[src/rtl/dm_arbiter.sv]
// Two-port arbiter for the single-ported word-addressed data memory.
// Port 0 has fixed priority; port 1 is forced through after MAX_WAIT consecutive denials.

module dm_arb_rsp (
  input  logic        clk,
  input  logic        reset,
  input  logic        gnt,
  input  logic        we,
  input  logic        in_range,
  input  logic [31:0] mem_rd,
  output logic        rvalid,
  output logic [31:0] rdata,
  output logic        err
);
  logic [1:0] vld_pipe;

  assign vld_pipe[0] = gnt;
  assign rvalid      = vld_pipe[1];

  always_ff @(posedge clk) begin
    if (reset) begin
      vld_pipe[1] <= 1'b0;
      rdata       <= '0;
      err         <= 1'b0;
    end else begin
      vld_pipe[1] <= vld_pipe[0];
      // rdata/err only move on a response for this port, otherwise they hold
      if (gnt) begin
        rdata <= (!we && in_range) ? mem_rd : '0;
        err   <= !in_range;
      end
    end
  end
endmodule

module dm_arbiter #(
  parameter int MEM_WORDS = 3072,
  parameter int MAX_WAIT  = 4
) (
  input  logic        clk,
  input  logic        reset,
  input  logic        p0_req,
  input  logic        p0_we,
  input  logic [31:0] p0_addr,
  input  logic [31:0] p0_wdata,
  output logic        p0_gnt,
  output logic        p0_rvalid,
  output logic [31:0] p0_rdata,
  output logic        p0_err,
  input  logic        p1_req,
  input  logic        p1_we,
  input  logic [31:0] p1_addr,
  input  logic [31:0] p1_wdata,
  output logic        p1_gnt,
  output logic        p1_rvalid,
  output logic [31:0] p1_rdata,
  output logic        p1_err,
  output logic        mem_we,
  output logic [31:0] mem_addr,
  output logic [31:0] mem_wd,
  input  logic [31:0] mem_rd,
  output logic [2:0]  p1_wait
);
  localparam int          NUM_PORTS = 2;
  localparam logic [31:0] WORDS     = 32'(MEM_WORDS);
  localparam logic [2:0]  MAXW      = 3'(MAX_WAIT);

  logic [NUM_PORTS-1:0]         req, we, gnt, in_range, rvalid, err;
  logic [NUM_PORTS-1:0][31:0]   addr, wdata, rdata;
  logic                         force1, sel;

  assign req   = {p1_req, p0_req};
  assign we    = {p1_we, p0_we};
  assign addr  = {p1_addr, p0_addr};
  assign wdata = {p1_wdata, p0_wdata};

  // Full-width word compare so high address bits can never alias into range
  genvar g;
  generate
    for (g = 0; g < NUM_PORTS; g++) begin : g_port
      assign in_range[g] = {2'b00, addr[g][31:2]} < WORDS;

      dm_arb_rsp u_rsp (
        .clk      (clk),
        .reset    (reset),
        .gnt      (gnt[g]),
        .we       (we[g]),
        .in_range (in_range[g]),
        .mem_rd   (mem_rd),
        .rvalid   (rvalid[g]),
        .rdata    (rdata[g]),
        .err      (err[g])
      );
    end
  endgenerate

  assign force1 = p1_req && (p1_wait == MAXW);

  always_comb begin
    gnt = '0;
    if (!reset) begin
      if (force1)      gnt[1] = 1'b1;
      else if (p0_req) gnt[0] = 1'b1;
      else if (p1_req) gnt[1] = 1'b1;
    end
  end

  assign sel = gnt[1];

  always_comb begin
    mem_we   = 1'b0;
    mem_addr = '0;
    mem_wd   = '0;
    if (|gnt) begin
      mem_we   = we[sel] && in_range[sel];
      mem_addr = {addr[sel][31:2], 2'b00};
      mem_wd   = wdata[sel];
    end
  end

  always_ff @(posedge clk) begin
    if (reset || !p1_req || p1_gnt) p1_wait <= '0;
    else if (p1_wait != MAXW)       p1_wait <= p1_wait + 3'd1;
  end

  assign p0_gnt    = gnt[0];
  assign p1_gnt    = gnt[1];
  assign p0_rvalid = rvalid[0];
  assign p1_rvalid = rvalid[1];
  assign p0_rdata  = rdata[0];
  assign p1_rdata  = rdata[1];
  assign p0_err    = err[0];
  assign p1_err    = err[1];
endmodule

[config.mk]
export PLATFORM = sky130hd
export DESIGN_NAME = dm_arbiter
export DESIGN_NICKNAME = d
export VERILOG_FILES = /design/src/rtl/dm_arbiter.sv
export SDC_FILE = /design/constraint.sdc
export NUM_CORES = 1
export LEC_CHECK = 0
export ABC_AREA = 1
export BUFFER_PORTS_ARGS = -buffer_cell sky130_fd_sc_hd__buf_2
export CORE_AREA = 2 2 118 120
export DETAILED_ROUTE_END_ITERATION = 8
export DIE_AREA = 0 0 120 122
export PLACE_DENSITY = 0.73
export SYNTH_ARGS = -nofsm -noshare
export SYNTH_HDL_FRONTEND = slang
export SYNTH_SLANG_ARGS = --single-unit
[constraint.sdc]
create_clock -name clk -period 3.2 [get_ports clk]
set_input_delay 0.32 -clock clk [delete_from_list [all_inputs] [get_ports clk]]
set_output_delay 0.32 -clock clk [all_outputs]
set_load 0.005 [all_outputs]
* Yosys cells after proc, flatten, opt, wreduce, memory -nomap -nowiden
Cells that the tools add are included.
** Storage, ports and cells
- Register bits after elaboration :: 71
- Latch bits :: 0
- Bits in writable memories :: 0
- Bits in read-only memories :: 0
- Input bits :: 166
- Output and inout bits :: 138
- Word-level logic and storage cells :: 44
- Memories kept :: 0
** Operators by class
- Add/subtract/negate cells :: 1
- Multipliers :: 0
- Divide/modulo/power cells :: 0
- $lt $le $gt $ge :: 3
- Eq/ne operators :: 2
- Shifts and indexed selects :: 0
- Muxes and demuxes :: 19
- Bitwise gates (word level) :: 0
- Reduce and logical (&&, ||, !) cells :: 12
** Operators with widths (count)
- two-way mux 32 bit :: 8
- < comparator 30 x 12 -> 1 bit (second input constant) :: 2
- two-way mux 1 bit :: 10
- logical NOT 1 bit :: 5
- logical AND 1 bit :: 4
- adder 3 x 1 -> 3 bit (second input constant) :: 1
- == test 3 bit (second input constant) :: 1
- inequality test 3 bit (second input constant) :: 1
- logical OR 1 bit :: 2
- < comparator 1 x 2 -> 1 bit (second input constant) :: 1
- two-way mux 2 bit :: 1
- OR reduction 2 bit :: 1

* Depth between registers and ports, before layout
- Depth in word-level cells :: 8
- Depth in mapped cells :: 9
- Depth with buffers taken out :: 9

* Modules after synthesis
Synthesis repeated with hierarchy kept, for this count alone.
** Second synthesis, totals
- Cell total of the unflattened synthesis :: 706
- Area, all modules :: 4289.1 µm²
** By module, submodules not included
- dm_arb_rsp :: times used 2, cells each 214, area an instance 1463.9 µm², sequential area each 680.7 µm²
- dm_arbiter :: times used 1, cells each 278, area an instance 1361.3 µm², sequential area each 60.1 µm²

* Worst setup path before layout
No wires, ideal clock.
- Path kind :: reg-to-output
- Start point :: reg p1_wait[0]
- End point :: out mem_addr[29]
- Arrival time :: 1.415 ns
- Data required time :: 2.880 ns
- Slack :: 1.465 ns
- Stages on the path, launching flop included :: 10
- Buffers on the path :: 2
- Path through :: dfxtp_1 inv_1 ha_1 nand2_2 o21ai_4 nor2_2 buf_8 buf_2 nand3_1 o21ai_1
** Between the ends
- Longest elaborated chain between the ends :: 7
- Elaborated cells between the ends (all ways) :: 9
- Classes of those cells :: eq/ne: 1; mux: 6; reduce/logical: 2
** Ends and longest elaborated chain
- start, declared :: line 62 : output logic [2:0] p1_wait
- start signal, assigned :: line 123 : else if (p1_wait != MAXW) p1_wait <= p1_wait + 3'd1;
- == test 3 bit * :: line 97 : assign force1 = p1_req && (p1_wait == MAXW);
- logical AND 1 bit * :: line 97
- two-way mux 1 bit :: line 102 : if (force1) gnt[1] = 1'b1;
- two-way mux 2 bit * :: line 101 : if (!reset) begin
- two-way mux 32 bit (implied by the code) (2 in a row) :: line 116 : mem_addr = {addr[sel][31:2], 2'b00};
- two-way mux 32 bit * :: line 114 : if (|gnt) begin
- end, declared :: line 59 : output logic [31:0] mem_addr,
Every way passes the cells marked *; elsewhere a longest branch is shown, timed or not. The select of a mux whose other input is x is not followed.

* Worst setup path in the final report
- Start point :: reg p1_wait[1]
- End point :: out mem_addr[2]
Same word-level chain as after synthesis.

==> reports/summary.txt <==
CORE AREA = 13500 µm²
Area Overhead vs Synth = 40.28%
CP max-delay cell = buf_4
Leakage = 3.233 nW
Top Ports = 304
CTS Buf Count = 9
Worst vdd ir = 332.4 µV
Fin crit period = 2691 ps
Number of global-route vias before repair = 4522
Final setup fails = 0
Hold path cells = 3
Crit path DAT = 2370 ps
Layout cell share with drive strength beyond 1 = 43.97%
Routed vias/inst = 4.688
Area occupied by registers = 1421 µm²
Routed wire length = 15500 µm
Vias = 5138
Startpoint Class = flop
Cts repair resizes = 0
Hold_buf cts = 0
CP Capture Type = output port
Die Ht = 122 µm
Multi-input gate area = 2392 µm²
Max-slew headroom = 40.12%
Final antenna-violating net count = 0
Worst Hold Class = in2reg
Worst Tran Pin Value = 898.3 ps
HP Start = mem_rd[7]
Clock Path Buffers = 2
Number of core rows = 43
Grt ovf = 0
Starting Density = 32.46%
Setup bufs post-CTS = 0
Max Clk Rate = 371.6 MHz
GPL Wtd Cong = 0.8604
RR Startpoint = p1_wait[1]
Number of port buffers = 297
FF-to-FF path depth = 10
Synth cell types = 31
CP max stage delay = 450 ps
Critical path fanouts, max = 44
Hold Path End = g_port[1].u_rsp.rdata[7]
Most frequent cells in the layout = buf_2 (296), nand2_1 (184), nand3_1 (93)
Final HPWL DP = 11790 µm
Worst EP required = 2880 ps
DR DRC count = 0
Final net count = 1075
Fin. max-slew vios = 0
1st-pass router iterations = 4
First-pass GRT wire length = 23080 µm
Pin count of the biggest net entering global routing = 68
Synthesized cell area = 4383 µm²
Unrepaired setup endpoints after global routing = false
Status = completed
Global Route Usage Sum = 19.88%
1st-iter DRT viols = 254
Power per standard cell area = 366.0 nW/µm²
Clock Latency Late Sink = 330 ps
Filler cells = 1468
Antenna violations before repair = 4
Worst Clk Skew = 7.542 ps
Die Area = 14640 µm²
Syn_area_per_cell = 6.859 µm²
Most common cell after layout, fill and taps aside = buf_2
Most used cell, CP = nand2_1
H-tree levels = 3
Setup tns final = 0 ps
Seq/Total Area, Yosys = 32.43%
Crit path cell chain = inv_1 -> ha_1 -> nand2_2 -> nand2_1 -> nand2_4 -> inv_2 -> buf_4 -> nand2_1 -> nand2_1 -> buf_2
Period utilization = 84.09%
Max Cap Viol = 0
Synth Instances = 639
FF+latch count, synth = 71
CTS tree = done
Clock transition at the registers of the reported paths = 60 ps
FF-to-FF End = g_port[1].u_rsp.rdata[22]
Die width = 120 µm
WL per Instance = 14.14 µm
Reg2Reg Setup Slack = 950 ps
Critical path type = reg2out
Clk sinks = 71
Worst Setup Slack, final = 509.2 ps
DP Worst Slack = 843.9 ps
Total number of yosys warnings = 0
CTS Root Cell = clkbuf_16
Hold Fails Final Rpt = 0
state kept, by name, summed over array words and instances, names as in the netlist:
signal / flops
p1_wait: 3
g_port.u_rsp.rvalid: 2
g_port.u_rsp.rdata: 64
g_port.u_rsp.err: 2
final cells by class:
class                   count  area share (%)
repair buffers            309           25.89
multi-input cells         460           38.91
flip-flops and latches     71           23.12
diodes                      4          0.1628
clock inverters             6          0.9565
well taps                 180           3.663
inverters                  56           3.419
clock buffers              10           3.887
cell usage after synthesis, drive strengths merged:
cell,number,area (µm²)
nor2,59,267.8
xnor2,1,8.760
inv,56,210.2
or2,1,8.760
o2111ai,1,8.760
conb,1,3.750
dfxtp,71,1421
o31ai,6,45.04
nand3,123,765.7
o21ai,10,61.31
a21oi,67,447.9
ha,2,25.02
nand2,187,714.4
nand4,1,21.27
clkbuf,9,43.79
buf,44,329.1
how the worst max path moves through the flow:
stage / start / to
3_3_place_gp: p1_wait[0] / mem_addr[14]
5_1_grt: p1_wait[0] / mem_addr[14]
3_5_place_dp: p1_wait[0] / mem_addr[14]
6_report: p1_wait[1] / mem_addr[2]
4_1_cts: p1_wait[0] / mem_addr[14]
2_1_floorplan: p1_wait[0] / mem_addr[29]
metal layers:
metal	wire length, µm	vias to the layer above	global-route usage, %	share of wire [%]
met5	0	-	0	0
met1	6231	2351	22.85	40
met2	7918	187	35.05	51
met4	184	0	6.838	1.2
met3	1167	15	5.993	7.5
li1	-	2585	-	-
critical path: cells and delay by family, from the launching register on:
kind | cells | cell delay (ps)
simple gates | 5 | 600
flops | 1 | 330
fa+ha+maj | 1 | 150
buf+inv | 4 | 930
metrics by stage:
| stage | hold WS, ps | power [W] | util, % | cells | instance area (µm²) |
|---|---|---|---|---|---|
| 2_1_floorplan | 443.4 | 0.001087 | - | 640 | 4387 |
| 3_3_place_gp | 448.4 | 0.001268 | 43.25 | 1076 | 5841 |
| 3_5_place_dp | 451.7 | 0.001271 | 43.25 | 1076 | 5841 |
| 4_1_cts | 255.5 | 0.002280 | 45.46 | 1092 | 6138 |
| 5_1_grt | 258.7 | 0.002350 | 45.51 | 1095 | 6146 |
| 6_report | 268.6 | 0.002250 | 45.53 | 1096 | 6148 |
logic make-up after synthesis:
logic type / count (synthesis) / share of synthesized area (%)
flip-flops: 71 / 32.43
other: 1 / 0.08556
buffers and inverters: 109 / 13.30
XOR/XNOR: 1 / 0.1999
AO/OA/AOI/OAI: 84 / 12.85
adder cells (fa/ha/maj): 2 / 0.5708
AND/OR/NAND/NOR: 371 / 40.57
report_power, final:
group | total [W] | internal (W) | switching, W
registers | 0.000889 | 0.000888 | 0.00000181
logic | 0.000360 | 0.000152 | 0.000207
clock network | 0.00100 | 0.000622 | 0.000379
Note: power is estimated with default switching activity, not from simulation.
